<file path="src/rtl/tick_scheduler_pkg.sv">
// ---------------------------------------------------------------------------
// tick_scheduler_pkg: shared 12 MHz prescale constants, channel mode, widths
// Rev 1.0
// ---------------------------------------------------------------------------
`default_nettype none

package tick_scheduler_pkg;

  localparam int T_1US   = 12;
  localparam int T_100US = 1200;
  localparam int T_1MS   = 12000;
  localparam int T_10MS  = 120000;

  typedef enum logic {
    MODE_PERIODIC = 1'b0,
    MODE_ONESHOT  = 1'b1
  } mode_e;

  // Index/counter width that never collapses to zero bits.
  function automatic int idx_width(input int n);
    return (n > 1) ? $clog2(n) : 1;
  endfunction

endpackage

`default_nettype wire

</file>
<file path="src/rtl/tick_scheduler_if.sv">
// ---------------------------------------------------------------------------
// tick_scheduler_if: configuration, start/stop and event bundle of the scheduler
// Rev 1.0
// ---------------------------------------------------------------------------
`default_nettype none

interface tick_scheduler_if
  import tick_scheduler_pkg::*;
#(
  parameter int NCH = 4,
  parameter int W   = 16
);

  localparam int CW = idx_width(NCH);

  logic           cfg_we;
  logic [CW-1:0]  cfg_ch;
  logic [W-1:0]   cfg_period;
  logic           cfg_oneshot;
  logic [NCH-1:0] start;
  logic [NCH-1:0] stop;
  logic           base_tick;
  logic [NCH-1:0] tick_out;
  logic [NCH-1:0] active;

  modport master (
    output cfg_we, cfg_ch, cfg_period, cfg_oneshot, start, stop,
    input  base_tick, tick_out, active
  );

  modport slave (
    input  cfg_we, cfg_ch, cfg_period, cfg_oneshot, start, stop,
    output base_tick, tick_out, active
  );

endinterface

`default_nettype wire

</file>
<file path="src/rtl/tick_prescaler.sv">
// ---------------------------------------------------------------------------
// tick_prescaler: modulo-PRESC counter producing the shared 1-clk base tick
// Rev 1.0
// ---------------------------------------------------------------------------
`default_nettype none

module tick_prescaler
  import tick_scheduler_pkg::*;
#(
  parameter int PRESC = T_100US
) (
  input  logic clk,
  input  logic rst,
  output logic o_base_tick
);

  localparam int             PW     = idx_width(PRESC);
  localparam logic [PW-1:0]  c_LAST = PW'(PRESC - 1);

  logic [PW-1:0] r_pre;

  always_ff @(posedge clk) begin
    if (rst) begin
      r_pre <= '0;
    end else if (r_pre == c_LAST) begin
      r_pre <= '0;
    end else begin
      r_pre <= r_pre + PW'(1);
    end
  end

  // Decoded from the registered count; held low while reset is asserted.
  assign o_base_tick = (r_pre == c_LAST) && !rst;

endmodule

`default_nettype wire

</file>
<file path="src/rtl/tick_scheduler.sv">
// ---------------------------------------------------------------------------
// tick_scheduler: NCH periodic/one-shot pulse channels sharing one prescaler
// Rev 1.0
// ---------------------------------------------------------------------------
`default_nettype none

module tick_scheduler
  import tick_scheduler_pkg::*;
#(
  parameter int PRESC = T_100US,
  parameter int NCH   = 4,
  parameter int W     = 16
) (
  input  logic            clk,
  input  logic            rst,
  tick_scheduler_if.slave bus
);

  localparam int CW = idx_width(NCH);

  logic w_base_tick;

  tick_prescaler #(
    .PRESC (PRESC)
  ) u_prescaler (
    .clk         (clk),
    .rst         (rst),
    .o_base_tick (w_base_tick)
  );

  assign bus.base_tick = w_base_tick;

  for (genvar i = 0; i < NCH; i++) begin : g_ch

    logic         w_wr;
    logic [W-1:0] w_eff_period;
    mode_e        w_eff_mode;

    logic [W-1:0] r_period;
    logic [W-1:0] r_count;
    mode_e        r_mode;
    logic         r_active;
    logic         r_tick;

    // Out-of-range indices can never match a channel number, so they drop out here.
    assign w_wr         = bus.cfg_we && (bus.cfg_ch == CW'(i));
    assign w_eff_period = w_wr ? bus.cfg_period : r_period;
    assign w_eff_mode   = w_wr ? mode_e'(bus.cfg_oneshot) : r_mode;

    always_ff @(posedge clk) begin
      if (rst) begin
        r_period <= '0;
        r_count  <= '0;
        r_mode   <= MODE_PERIODIC;
        r_active <= 1'b0;
        r_tick   <= 1'b0;
      end else begin
        r_tick <= 1'b0;
        if (w_wr) begin
          r_period <= bus.cfg_period;
          r_mode   <= mode_e'(bus.cfg_oneshot);
        end
        if (bus.stop[i]) begin
          r_active <= 1'b0;
          r_count  <= '0;
        end else if (bus.start[i]) begin
          // A start with zero period leaves the channel exactly as it was.
          if (w_eff_period != '0) begin
            r_active <= 1'b1;
            r_count  <= w_eff_period - W'(1);
          end
        end else if (r_active && w_base_tick) begin
          if (r_count != '0) begin
            r_count <= r_count - W'(1);
          end else begin
            r_tick <= 1'b1;
            if ((w_eff_mode == MODE_ONESHOT) || (r_period == '0)) begin
              r_active <= 1'b0;
            end else begin
              r_count <= r_period - W'(1);
            end
          end
        end
      end
    end

    assign bus.tick_out[i] = r_tick;
    assign bus.active[i]   = r_active;

  end

endmodule

`default_nettype wire

</file>
<file path="src/flat_wrapper.sv">
// flat-port wrapper written by rule: the top's interface ports become plain ports
module tick_scheduler_flat import tick_scheduler_pkg::*;
#(
  parameter int PRESC = T_100US,
  parameter int NCH   = 4,
  parameter int W     = 16
)
  (clk, rst, bus_cfg_we, bus_cfg_ch, bus_cfg_period, bus_cfg_oneshot, bus_start, bus_stop, bus_base_tick, bus_tick_out, bus_active);
  tick_scheduler_if #(.NCH(NCH), .W(W)) bus_i ();
  input  logic clk;
  input  logic rst;
  input wire logic [$bits(bus_i.cfg_we)-1:0] bus_cfg_we;
  input wire logic [$bits(bus_i.cfg_ch)-1:0] bus_cfg_ch;
  input wire logic [$bits(bus_i.cfg_period)-1:0] bus_cfg_period;
  input wire logic [$bits(bus_i.cfg_oneshot)-1:0] bus_cfg_oneshot;
  input wire logic [$bits(bus_i.start)-1:0] bus_start;
  input wire logic [$bits(bus_i.stop)-1:0] bus_stop;
  output wire logic [$bits(bus_i.base_tick)-1:0] bus_base_tick;
  output wire logic [$bits(bus_i.tick_out)-1:0] bus_tick_out;
  output wire logic [$bits(bus_i.active)-1:0] bus_active;
  assign bus_i.cfg_we = bus_cfg_we;
  assign bus_i.cfg_ch = bus_cfg_ch;
  assign bus_i.cfg_period = bus_cfg_period;
  assign bus_i.cfg_oneshot = bus_cfg_oneshot;
  assign bus_i.start = bus_start;
  assign bus_i.stop = bus_stop;
  assign bus_base_tick = bus_i.base_tick;
  assign bus_tick_out = bus_i.tick_out;
  assign bus_active = bus_i.active;
  tick_scheduler #(.PRESC(PRESC), .NCH(NCH), .W(W)) u_core (.clk(clk), .rst(rst), .bus(bus_i));
endmodule
</file>
<file path="config.mk">
export PLATFORM = sky130hd
export DESIGN_NAME = tick_scheduler_flat
export DESIGN_NICKNAME = d
export VERILOG_FILES = /design/src/rtl/tick_scheduler_pkg.sv /design/src/rtl/tick_scheduler_if.sv /design/src/rtl/tick_prescaler.sv /design/src/rtl/tick_scheduler.sv /design/src/flat_wrapper.sv
export SDC_FILE = /design/constraint.sdc
export NUM_CORES = 1
export LEC_CHECK = 0
export CORE_MARGIN = 2
export CORE_UTILIZATION = 65
export CTS_BUF_LIST = sky130_fd_sc_hd__clkbuf_4 sky130_fd_sc_hd__clkbuf_8
export DETAILED_ROUTE_END_ITERATION = 7
export GPL_ROUTABILITY_DRIVEN = 0
export HOLD_SLACK_MARGIN = 0.03
export PLACE_DENSITY = 0.88
export SYNTH_ARGS = -nofsm -noshare
export SYNTH_HDL_FRONTEND = slang
export SYNTH_SLANG_ARGS = --single-unit
</file>
<file path="constraint.sdc">
create_clock -name clk -period 6 [get_ports clk]
set_input_delay 1.2 -clock clk [delete_from_list [all_inputs] [get_ports clk]]
set_output_delay 1.2 -clock clk [all_outputs]
set_load 0.05 [all_outputs]
</file>
==> metrics.txt <==
result of the run=finished, final reports clean; Setup TNS Final=0 ns; wire length of the first global-routing pass=37900 um; hold-fix buffers at CTS=0; CTS tree=yes; combined flip-flop and latch cell area=0.00302 mm2; chip width=120 um; Finished Core Util=71.6%; area share of the largest cell type after synthesis=34.7%; CP Data Arrival Time=4.89 ns; Period Utilization, post-route=76.4%; maximum vdd drop=0.180 mV; Worst Hold Margin=0.444 ns; number of global-route vias before repair=7493; fraction of final layout cells sized beyond drive strength 1=5.70%; Yosys warning count=0; slew at the pin closest to its max-slew limit=1.00 ns; critical path class=input pin to flop; syn_area_per_cell=7.84 um2; count of final setup violators=0; leftover overflow at the end of global routing=0; maximum buffer depth of the clock tree=2; final hold viol count=0; overall via count from detail_route=8315; Ports=39; CP cell instances=clkdlybuf4s50_1 -> nand3b_1 -> buf_4 -> mux2i_1 -> nor2_1 -> a221oi_1 -> ha_1 -> inv_1 -> a2111o_1 -> or3_1 -> o41ai_1 -> a311oi_1; RSZ-0062 raised after global routing=false; kind of end point of the critical path=flop; DR WL/cell=18.0 um; share of synthesized flip-flops with an asynchronous set or reset=0%; relative area change from synthesis to final layout=8.25%; total global-route track usage=32.8%; number of H-tree branching levels=4; Slew HR=33.2%; final period demand of the worst path=4.58 ns; largest fanout on the critical path=21; primary flip-flop cell chosen by synthesis mapping=dfxtp_1; clock-pin slew on the worst setup and hold paths=0.07 ns; Multi-input gate area=0.00524 mm2; Total Nets Final=1127; worst path required time=6.30 ns; number of pins with negative max-slew slack in the final report=0; setup fix buffers added after clock tree synthesis=0; power density normalized to cell area=272 mW/mm2; clock sinks=151; startpoint of the worst setup timing path=bus_cfg_ch[1]; count of buffers from port buffering=38; cell count after synthesis=1113; synthesized netlist net count=1148; Reg2Reg Launch Point=u_core.u_prescaler.r_pre[0]$_SDFF_PP0_; top cells by area in the synthesized netlist=dfxtp_1, mux2i_1, nor2_1; hold path startpoint=u_core.u_prescaler.r_pre[0]$_SDFF_PP0_; Cell Area, Synth=0.00872 mm2; Routed WL=23100 um; Starting Density=66.1%; clock buffers created by TritonCTS=17; FMAX=218 MHz; sequential fraction of the synthesis area=34.7%; total of flip-flops plus latches after synthesis=151; antenna diode count=0; Hold WC Path Type=flop to flop; row count=42; startpoint type of the worst setup path=input pin; largest net degree at the start of global routing=71; clk_skew=0.0117 ns; clock root cell=clkbuf_8; Static Leakage=0.00352 uW; number of filler instances in the final layout=1010; insertion delay to the later sink of the worst-skew pair=0.47 ns; Vias per Instance=6.49; highest cell delay on the worst timing path=0.74 ns; post-cts repair resize count=0; synth unique cells=75; DRC violation count after routing=0; post-synthesis cell type with the largest combined area=dfxtp_1; overall die area=0.0144 mm2; slowest stage cell on the critical path=clkdlybuf4s50_1; die height=120 um; number of maximum-capacitance violations=0; CORE AREA=0.0132 mm2; placed wire-length estimate=15800 um; post-route antenna net violation count=0; number of enable flip-flop cells after synthesis=0; initial antenna violation count=0; DRT iter0 DRCs=987; detailed-routing iteration count for the pre-antenna-repair pass=6
-- layout by cell type (no fill, tap or decap), types with 22 or more instances in the layout --
master,Yosys,final
o21ai_0,33,33
nor2_1,143,143
xnor2_1,24,24
a21oi_1,86,86
mux2i_1,63,63
nand2_1,134,134
nor4_1,39,39
xor2_1,22,22
a211oi_1,43,43
nor3_1,31,31
clkdlybuf4s50_1,0,37
a311oi_1,29,29
nor2b_1,33,33
dfxtp_1,151,151
-- report_power, final --
part	switching, uW	total [uW]	internal [uW]
Combinational	390	600	210
Clock	375	878	503
Sequential	42.5	1090	1050
Total	808	2570	1760
-- layer usage --
metal | global-route usage [%] | vias up | wire length [um]
li1 | - | 3979 | -
met1 | 45.2 | 3842 | 10200
met5 | 0 | - | 0
met2 | 49.3 | 416 | 10000
met4 | 14.3 | 0 | 884
met3 | 7.70 | 78 | 1930
-- worst paths after layout --
| kind | to | slack (ns) | cells after the start |
|---|---|---|---|
| worst max-delay path | u_core.g_ch[1].r_count[12]$_SDFFE_PP0P_ | 1.42 | 12 |
| worst min-delay path | u_core.u_prescaler.r_pre[0]$_SDFF_PP0_ | 0.44 | 1 |
| worst max register to register | u_core.g_ch[3].r_count[5]$_SDFFE_PP0P_ | 2.85 | 9 |
| worst min register to register | u_core.u_prescaler.r_pre[0]$_SDFF_PP0_ | 0.44 | 1 |
-- registers in the layout, summed over array words and instances (netlist names) --
signal / flops
u_core.g_ch.r_active: 4
u_core.g_ch.r_tick: 4
u_core.g_ch.r_mode: 4
u_core.g_ch.r_count: 64
u_core.g_ch.r_period: 64
u_core.u_prescaler.r_pre: 11
-- synthesized netlist by cell type, types with 24 or more instances --
cell type,instances
nor3_1,31
mux2i_1,63
nor4_1,39
nor2_1,143
a211oi_1,43
xnor2_1,24
dfxtp_1,151
a311oi_1,29
a21oi_1,86
clkbuf_1,41
nor2b_1,33
o21ai_0,33
nand2_1,134
-- critical path, delay by kind of cell --
| family | cells | cell delay (ns) |
|---|---|---|
| simple gates | 3 | 0.71 |
| compound gates | 4 | 1.22 |
| mux | 1 | 0.35 |
| buf+inv | 3 | 1.12 |
| fa+ha+maj | 1 | 0.28 |
-- per-stage QoR --
stage	worst slack [ns]	instance area, um2	total power, uW	cells
6_report	1.42	9440	2570	1281
5_1_grt	1.15	9440	2680	1281
4_1_cts	1.53	9440	2560	1281
3_5_place_dp	1.07	8990	1690	1249
3_3_place_gp	1.28	8990	1670	1249
2_1_floorplan	2.21	8720	1560	1113
-- cell type report --
type | count | area share (%)
multi-input cells | 857 | 55.5
flip-flops and latches | 151 | 32.0
repair buffers | 47 | 4.69
clock buffers | 23 | 3.22
well taps | 176 | 2.33
clock inverters | 9 | 1.54
inverters | 18 | 0.716
-- cells by family (layout without fill, tap and decap cells) --
group	count (synthesis)	after routing	synth area share (%)
simple gates	484	484	27.4
flops	151	151	34.7
mux	65	65	7.49
xor+xnor	46	46	4.62
compound gates	257	257	19.7
fa+ha+maj	5	5	0.717
buf+inv	105	97	5.35
(Power assumes the default switching activity.)
